===== src/rtl/fft_stream_driver.sv =====
// -----------------------------------------------------------------------------
// fft_stream_driver
//
// Host-side sequencer for a serial FFT core. The host fills an N-word input
// frame, pulses GO, and this block:
//   1. issues a single-cycle FFT_START pulse,
//   2. waits START_TO_DATA-1 lead cycles (FFT_DIN held at 0),
//   3. streams frame[0..N-1] on FFT_DIN, one word per cycle, from a register,
//   4. waits for the core's FFT_DONE strobe,
//   5. captures N result words from FFT_DOUT (the first on the DONE cycle),
//   6. raises RESULT_VALID and drops BUSY on the same edge.
//
// Optional feature (macro FFT_STREAM_DRIVER_TIMEOUT_EN):
//   When defined, WAIT is bounded to TIMEOUT_CYCLES cycles. On expiry the
//   frame is abandoned: ERR is set (sticky until reset or next accepted GO),
//   RESULT_VALID stays low and the FSM returns to IDLE.
//   When undefined, WAIT waits indefinitely and ERR is tied low.
//
// Ports:
//   CLK           clock, rising edge
//   RESET_N       asynchronous active-low reset
//   WR_EN/WR_ADDR/WR_DATA  input frame write port (ignored while BUSY)
//   GO            single-cycle run request (ignored while BUSY)
//   BUSY          high from GO acceptance until RESULT_VALID rises
//   RESULT_VALID  result buffer holds a complete frame
//   RD_ADDR/RD_DATA  combinational result buffer read port
//   ERR           sticky timeout flag
//   FFT_START     start pulse to the core
//   FFT_DIN       serial sample to the core
//   FFT_DONE      core's first-result strobe
//   FFT_DOUT      serial result from the core
//   dbg_state     current FSM state encoding (observation only)
//
// Handshake: there is no backpressure. A GO is accepted on any rising edge
// where GO=1 and the FSM is in IDLE; the core contract is purely positional
// (sample k appears START_TO_DATA+k cycles after the FFT_START cycle, and
// result i appears i cycles after the FFT_DONE cycle).
// -----------------------------------------------------------------------------
module fft_stream_driver #(
  parameter int N              = 16,
  parameter int DW             = 16,
  parameter int START_TO_DATA  = 1,
  parameter int TIMEOUT_CYCLES = 64
) (
  input  logic                 CLK,
  input  logic                 RESET_N,
  input  logic                 WR_EN,
  input  logic [$clog2(N)-1:0] WR_ADDR,
  input  logic [DW-1:0]        WR_DATA,
  input  logic                 GO,
  output logic                 BUSY,
  output logic                 RESULT_VALID,
  input  logic [$clog2(N)-1:0] RD_ADDR,
  output logic [DW-1:0]        RD_DATA,
  output logic                 ERR,
  output logic                 FFT_START,
  output logic [DW-1:0]        FFT_DIN,
  input  logic                 FFT_DONE,
  input  logic [DW-1:0]        FFT_DOUT,
  output logic [2:0]           dbg_state
);

  localparam int AW       = $clog2(N);
  localparam int CW       = AW + 1;
  localparam int LEAD_LEN = START_TO_DATA - 1;

  localparam logic [CW-1:0] LAST_IDX  = CW'(N - 1);
  localparam logic [CW-1:0] LEAD_LAST = CW'((LEAD_LEN > 0) ? (LEAD_LEN - 1) : 0);

  localparam logic [2:0] S_IDLE    = 3'd0;
  localparam logic [2:0] S_PULSE   = 3'd1;
  localparam logic [2:0] S_LEAD    = 3'd2;
  localparam logic [2:0] S_FEED    = 3'd3;
  localparam logic [2:0] S_WAIT    = 3'd4;
  localparam logic [2:0] S_COLLECT = 3'd5;

  logic [2:0]    state;
  logic [CW-1:0] cnt;
  logic          busy_q;
  logic          rv_q;
  logic [DW-1:0] din_q;

  logic [DW-1:0] in_buf  [N];
  logic [DW-1:0] res_buf [N];

  logic [AW-1:0] feed_next_idx;
  logic          cap_en;
  logic [AW-1:0] cap_idx;
  logic          wait_timeout;

  // Sample index for the cycle after the current FEED cycle. Only used when
  // cnt < N-1, so the AW-bit wrap never matters.
  assign feed_next_idx = cnt[AW-1:0] + AW'(1);

  // The DONE cycle itself carries result[0]; COLLECT carries result[cnt].
  assign cap_en  = ((state == S_WAIT) && FFT_DONE) || (state == S_COLLECT);
  assign cap_idx = (state == S_COLLECT) ? cnt[AW-1:0] : '0;

  // ---------------------------------------------------------------------------
  // Frame and result storage (no reset: contents are undefined after reset)
  // ---------------------------------------------------------------------------
  always_ff @(posedge CLK) begin
    // Writes only land in IDLE, which freezes the frame from GO acceptance.
    // A write in the same cycle as GO still lands because state is IDLE.
    if (WR_EN && (state == S_IDLE)) begin
      in_buf[WR_ADDR] <= WR_DATA;
    end
    if (cap_en) begin
      res_buf[cap_idx] <= FFT_DOUT;
    end
  end

  // ---------------------------------------------------------------------------
  // Optional WAIT timeout
  // ---------------------------------------------------------------------------
`ifdef FFT_STREAM_DRIVER_TIMEOUT_EN
  localparam int            TO_W    = $clog2(TIMEOUT_CYCLES + 1);
  localparam logic [TO_W-1:0] TO_LAST = TO_W'(TIMEOUT_CYCLES - 1);

  logic [TO_W-1:0] tcnt;
  logic            err_q;

  // tcnt counts completed WAIT cycles; the WAIT cycle with tcnt==TO_LAST is
  // the last one allowed, so exactly TIMEOUT_CYCLES WAIT cycles elapse.
  assign wait_timeout = (state == S_WAIT) && !FFT_DONE && (tcnt == TO_LAST);

  always_ff @(posedge CLK or negedge RESET_N) begin
    if (!RESET_N) begin
      tcnt  <= '0;
      err_q <= 1'b0;
    end else begin
      if ((state == S_IDLE) && GO) begin
        err_q <= 1'b0;
      end else if (wait_timeout) begin
        err_q <= 1'b1;
      end
      if (state == S_WAIT) begin
        tcnt <= tcnt + TO_W'(1);
      end else begin
        tcnt <= '0;
      end
    end
  end

  assign ERR = err_q;
`else
  assign wait_timeout = 1'b0;
  assign ERR          = 1'b0;
`endif

  // ---------------------------------------------------------------------------
  // Sequencing FSM
  // ---------------------------------------------------------------------------
  always_ff @(posedge CLK or negedge RESET_N) begin
    if (!RESET_N) begin
      state  <= S_IDLE;
      cnt    <= '0;
      busy_q <= 1'b0;
      rv_q   <= 1'b0;
      din_q  <= '0;
    end else begin
      case (state)
        S_IDLE: begin
          if (GO) begin
            state  <= S_PULSE;
            busy_q <= 1'b1;
            rv_q   <= 1'b0;
            cnt    <= '0;
          end
        end

        S_PULSE: begin
          cnt <= '0;
          if (LEAD_LEN == 0) begin
            // Sample 0 must be on FFT_DIN in the very next cycle.
            state <= S_FEED;
            din_q <= in_buf[0];
          end else begin
            state <= S_LEAD;
          end
        end

        S_LEAD: begin
          if (cnt == LEAD_LAST) begin
            state <= S_FEED;
            cnt   <= '0;
            din_q <= in_buf[0];
          end else begin
            cnt <= cnt + CW'(1);
          end
        end

        S_FEED: begin
          // din_q already holds frame[cnt]; preload the next sample.
          if (cnt == LAST_IDX) begin
            state <= S_WAIT;
            cnt   <= '0;
            din_q <= '0;
          end else begin
            cnt   <= cnt + CW'(1);
            din_q <= in_buf[feed_next_idx];
          end
        end

        S_WAIT: begin
          if (FFT_DONE) begin
            state <= S_COLLECT;
            cnt   <= CW'(1);
          end else if (wait_timeout) begin
            state  <= S_IDLE;
            busy_q <= 1'b0;
          end
        end

        S_COLLECT: begin
          // FFT_DONE is a single pulse; results follow unconditionally.
          if (cnt == LAST_IDX) begin
            state  <= S_IDLE;
            cnt    <= '0;
            busy_q <= 1'b0;
            rv_q   <= 1'b1;
          end else begin
            cnt <= cnt + CW'(1);
          end
        end

        default: begin
          state  <= S_IDLE;
          cnt    <= '0;
          busy_q <= 1'b0;
          din_q  <= '0;
        end
      endcase
    end
  end

  // FFT_START decodes directly from the state register: it is high only in
  // PULSE, PULSE is always entered from IDLE (so the previous cycle is low),
  // and an async reset forces IDLE, so the pulse can never be left high.
  assign FFT_START    = (state == S_PULSE);
  assign FFT_DIN      = din_q;
  assign BUSY         = busy_q;
  assign RESULT_VALID = rv_q;
  assign RD_DATA      = res_buf[RD_ADDR];
  assign dbg_state    = state;

endmodule


===== config.mk =====
export PLATFORM = sky130hd
export DESIGN_NAME = fft_stream_driver
export DESIGN_NICKNAME = d
export VERILOG_FILES = /design/src/rtl/fft_stream_driver.sv
export SDC_FILE = /design/constraint.sdc
export NUM_CORES = 1
export LEC_CHECK = 0
export ABC_AREA = 1
export CORE_AREA = 4 4 274 276
export CTS_BUF_LIST = sky130_fd_sc_hd__clkbuf_16
export DETAILED_ROUTE_END_ITERATION = 6
export DIE_AREA = 0 0 278 280
export GPL_TIMING_DRIVEN = 0
export PLACE_DENSITY = 0.53
export SLEW_MARGIN = 20
export SYNTH_ARGS = -nofsm -noshare
export SYNTH_HDL_FRONTEND = slang
export SYNTH_SLANG_ARGS = --single-unit

===== constraint.sdc =====
create_clock -name CLK -period 2.9 [get_ports CLK]
set_clock_uncertainty 0.1 [all_clocks]
set_input_delay 0.58 -clock CLK [delete_from_list [all_inputs] [get_ports CLK]]
set_output_delay 0.58 -clock CLK [all_outputs]
set_load 0.02 [all_outputs]

# After elaboration in Yosys (flattened, before gate mapping)
# Memory sizes are Yosys's and may differ from the RTL's.
# Index checks and enable logic that the tools add are counted.
[word_totals]
ff_bits = 26
mem_bits_rw = 512
inputBits = 45
output_inout_bits = 39
elab_cells = 61
n_memories = 2
[classes]
add_sub_neg = 2
eq_ne = 11
mux = 25
bitwise_logic = 2
n_reduce_logical = 14
[mem_list]
columns = ["name", "depth", "word_bits", "rd", "rd_clocked_by_memory_dff", "wr", "line", "source"]
rows = [
  ["in_buf", 16, 16, 2, 0, 1, "83", "logic [DW-1:0] in_buf [N];"],
  ["res_buf", 16, 16, 1, 0, 1, "84", "logic [DW-1:0] res_buf [N];"],
]
[ops]
columns = ["cell", "n"]
rows = [
  ["$pmux W16 S4", 1],
  ["$mux W16", 2],
  ["$mux W5", 4],
  ["$pmux W5 S4", 1],
  ["$pmux W3 S6", 1],
  ["$mux W3", 5],
  ["$mux W1", 8],
  ["$ne A2 B2 Y1 const B", 4],
  ["$eq A3 B2 Y1 const B", 2],
  ["$eq A3 B3 Y1 const B", 2],
  ["$reduce_and A3 Y1", 2],
  ["$add A5 B1 Y5 const B", 1],
  ["$eq A5 B4 Y1 const B", 1],
  ["$logic_not A5 Y1", 1],
  ["$reduce_and A5 Y1", 1],
  ["$add A4 B1 Y4 const B", 1],
  ["$mux W4", 1],
  ["$reduce_and A2 Y1", 2],
  ["$reduce_or A4 Y1", 1],
  ["$eq A3 B1 Y1 const B", 1],
  ["$logic_not A3 Y1", 1],
  ["$pmux W1 S3", 1],
  ["$reduce_or A3 Y1", 1],
  ["$logic_and A1 B1 Y1", 2],
  ["other kinds (6)", 7],
]

# Longest topological paths before layout
[depth]
ltp_word = 5
ltp_mapped = 13
ltp_nobuf = 10

# Worst setup path before layout
# No wires, ideal clock.
[synth_path]
path_type = "flip-flop to flip-flop"
startpoint = "reg state[2] (netlist: dbg_state[2])"
endpoint = "mem res_buf[11][0] (enable)"
setup_ns = 0.409
arrival_ns = 2.255
t_required_ns = 2.391
slack_ns = 0.136
stages_incl_launch_ff = 7
period_less_slack_ns = 2.764
cell_sequence = "dfrtp_1 -> inv_1 -> nor2_2 -> nand2_2 -> nor2_1 -> nand2_1 -> nor3_1"
[synth_between]
elab_chain_len = 5
elab_cells_between_ends = 7
classes_between = "2 x eq/ne; 3 x mux; 2 x reduce/logical"
[synth_rtl]
columns = ["element", "line", "source"]
rows = [
  ["start: declaration", "77", "logic [2:0] state;"],
  ["start signal: assignment", "156", "state <= S_IDLE;"],
  ["start signal: assignment", "165", "state <= S_PULSE;"],
  ["start signal: assignment", "176", "state <= S_FEED;"],
  ["$eq A3 B3 Y1", "96", "assign cap_en = ((state == S_WAIT) && FFT_DONE) || (state == S_COLLECT);"],
  ["$logic_and A1 B1 Y1", "96", ""],
  ["$logic_or A1 B1 Y1", "96", ""],
  ["$mux W1", "108", "if (cap_en) begin"],
  ["$mux W1 (not written as such)", "109", "res_buf[cap_idx] <= FFT_DOUT;"],
  ["end: declaration", "84", ""],
]
# Parallel ways exist; a longest one is shown, timed or not.

# Final worst setup path
[layout_path]
startpoint = "in RD_ADDR[0]"
endpoint = "out RD_DATA[12]"
[layout_between]
elab_chain_len = 1
[layout_rtl]
columns = ["element", "line", "source"]
rows = [
  ["start: declaration", "53", "input logic [$clog2(N)-1:0] RD_ADDR,"],
  ["$mem_v2 Z16 W16", "--", ""],
  ["end: declaration", "54", "output logic [DW-1:0] RD_DATA,"],
]
# Every way passes these cells.

==> flow_summary.ini <==
[placement]
io_buffers = 78
dp_cells = 2820
dpl.hpwl_um = 44600
gp_congestion = 0.839

[detailed_routing]
drt_iter0_markers = 1336
dr.pass1.iters = 6
routed_wl_um = 65400
drcViolationCount = 0
route.detailed.wl_per_inst_um = 22.3
vias = 14600
via_per_inst = 4.99
antenna_left = 0

[clock_network]
cts-root-buf = clkbuf_16
cts_htree_levels = 2
cts.path.max_buffers = 3
cts_tree = yes
cts_made_buffers = 57
clk_pin_slew_ns = 0.06
cts.sinks = 538
clk_latency_ns = 0.62

[final_layout]
mostFrequentLayoutCell = edfxtp_1
drive_gt1_share_pct = 13.9
fin_cells = 2932
final_cell_mix = 512 x edfxtp_1, 300 x nand2_1, 263 x nand3_1
syn_to_final_growth_pct = 20.3
nNetsFinal = 1971

[critical_path]
cp-startpoint = RD_ADDR[0]
crit_type = in -> out
endpoint_kind = primary output
r2r_start = cnt[0]
critPathMaxFanout = 10
worstPathRequired_ns = 2.22
arrival_ns = 2.14
startpoint_type = input port

[yosys]
ys_ff_latch = 538
synthesis.area_sq_um = 21700
synth_nets = 1809
synth-main-ff-cell = edfxtp_1
yosys_warnings = 0
syn-instance-count = 1761
synth_cell_types = 31
ys_seq_area_share_pct = 73.8
syn_area_per_cell_sq_um = 12.3
ys_async_sr_fraction_pct = 4.83
synth_edf_count = 512

[sta]
finalMaxSlewViolations = 0
setup_viol = 0
period_needed_ns = 2.82
rsz0062_at_grt = false
fin_crit_sh_pct = 97.1
hold_viol_final = 0
holdWs_ns = 0.408
max_freq_ghz = 0.355
max_slew.worst_pin.slew_ns = 0.870
fin_tns_setup_ns = 0
slew_headroom_pct = 41.8

[die]
dieHeight_um = 280
io_pins = 84
start_util_pct = 29.9
die_w_um = 278
core_area_sq_um = 72600
die-area_sq_um = 77800
rows = 99

[global_routing]
grt_pass1_wl_um = 95000
grt_pass1_vias = 14400
overflow = 0
antenna_found_initial = 4
grt_usage_pct = 16.3
grt_start_max_net_pins = 27

[power_and_ir_drop]
cellPowerDensity_nw_per_um2 = 816
p_leak_uw = 0.00894
ir_drop_v = 0.000518
total_power_uw = 21300

[status]
status = finished clean

[min_path]
min_path_type = in -> async

[flow_run]
drv_cap = 0
## cells in the mapped netlist (4+ instances only)
master / number / area, sq um
a21oi_1: 50 / 250
buf_1: 11 / 41.3
buf_2: 45 / 225
buf_4: 11 / 82.6
buf_6: 4 / 45.0
clkbuf_1: 38 / 143
dfrtp_1: 26 / 651
edfxtp_1: 512 / 15400
inv_1: 20 / 75.1
inv_2: 6 / 22.5
nand2_1: 300 / 1130
nand3_1: 266 / 1330
nor2_1: 231 / 867
o211ai_1: 64 / 480
o21ai_0: 138 / 691
o21ai_1: 14 / 70.1
## final cells by class
| cell class | count | area [sq um] |
|---|---|---|
| well taps | 959 | 1200 |
| repair buffers | 104 | 1090 |
| inverters | 27 | 106 |
| flip-flops and latches | 538 | 16000 |
| clock inverters | 48 | 345 |
| clock buffers | 58 | 1450 |
| multi-input cells | 1087 | 5210 |
| diodes | 3 | 7.51 |
| fillers | 7079 | 46500 |
| plain buffers | 108 | 682 |
## where the power goes
group,total (uW),internal (uW),leakage [uW],switching [uW]
registers,9050,8880,0.00493,174
clock network,7020,3980,0.000940,3040
logic,5230,1680,0.00307,3540
total,21300,14500,0.00894,6760
## path summary, 6_finish.rpt
path | to | slack, ns | depth (start not counted)
min in group CLK | RESULT_VALID | 0.41 | 2
max in group asynchronous | RESULT_VALID | 1.87 | 2
max | RD_DATA[12] | 0.08 | 9
min reg2reg | RESULT_VALID | 0.41 | 2
max reg2reg | FFT_DIN[8] | 0.16 | 11
min | FFT_DIN[11] | 0.41 | 2
## per-stage QoR
step / cell area (sq um) / worst slack [ns] / util, %
finish: 26100 / 0.0833 / 36.0
global route: 26100 / 0.00576 / 36.0
CTS: 26000 / -0.222 / 35.9
detailed placement: 24100 / -0.912 / 33.2
global placement: 23700 / -1.50 / 32.6
floorplan: 21700 / 0.136 / -
## layer usage
| layer | routed length [um] | track usage (%) | vias to the layer above | part of all wire, % |
|---|---|---|---|---|
| met3 | 4970 | 3.44 | 112 | 7.6 |
| met1 | 26500 | 20.7 | 7250 | 41 |
| li1 | - | - | 6694 | - |
| met4 | 2000 | 5.12 | 2 | 3.1 |
| met2 | 31900 | 28.0 | 570 | 49 |
| met5 | 8 | 0 | - | 0.012 |
## kinds of logic after synthesis
family                     share of synthesized area, %
and+or+nand+nor                                    15.7
buffers and inverters                              2.94
other                                            0.0173
AOI/OAI and AO/OA                                  7.15
DFF                                                73.8
xor gates and xnor gates                          0.150
adders and majority gates                         0.173
## critical path: stages
cell      delay (ns)
buf_4           0.16
inv_2           0.07
buf_4           0.19
buf_6           0.19
nor2_1          0.05
o211ai_1        0.37
nand3_2         0.20
nand2_1         0.14
clkbuf_2        0.17
## sequential cells by signal (all words and copies together), names as in the netlist
register and cells:
dbg_state 3, BUSY 1, RESULT_VALID 1, in_buf 256
FFT_DIN 16, res_buf 256, cnt 5
## repair_timing
item / in CTS / in global routing
buffers inserted: 0 / 3
hold buffers: 1 / 0
setup endpoints to repair: 32 / 73
resized for setup: 91 / 39
endpoints found under the hold margin: 26 / 0
pin swaps: 1 / 7
Note: power is estimated with default switching activity, not from simulation.
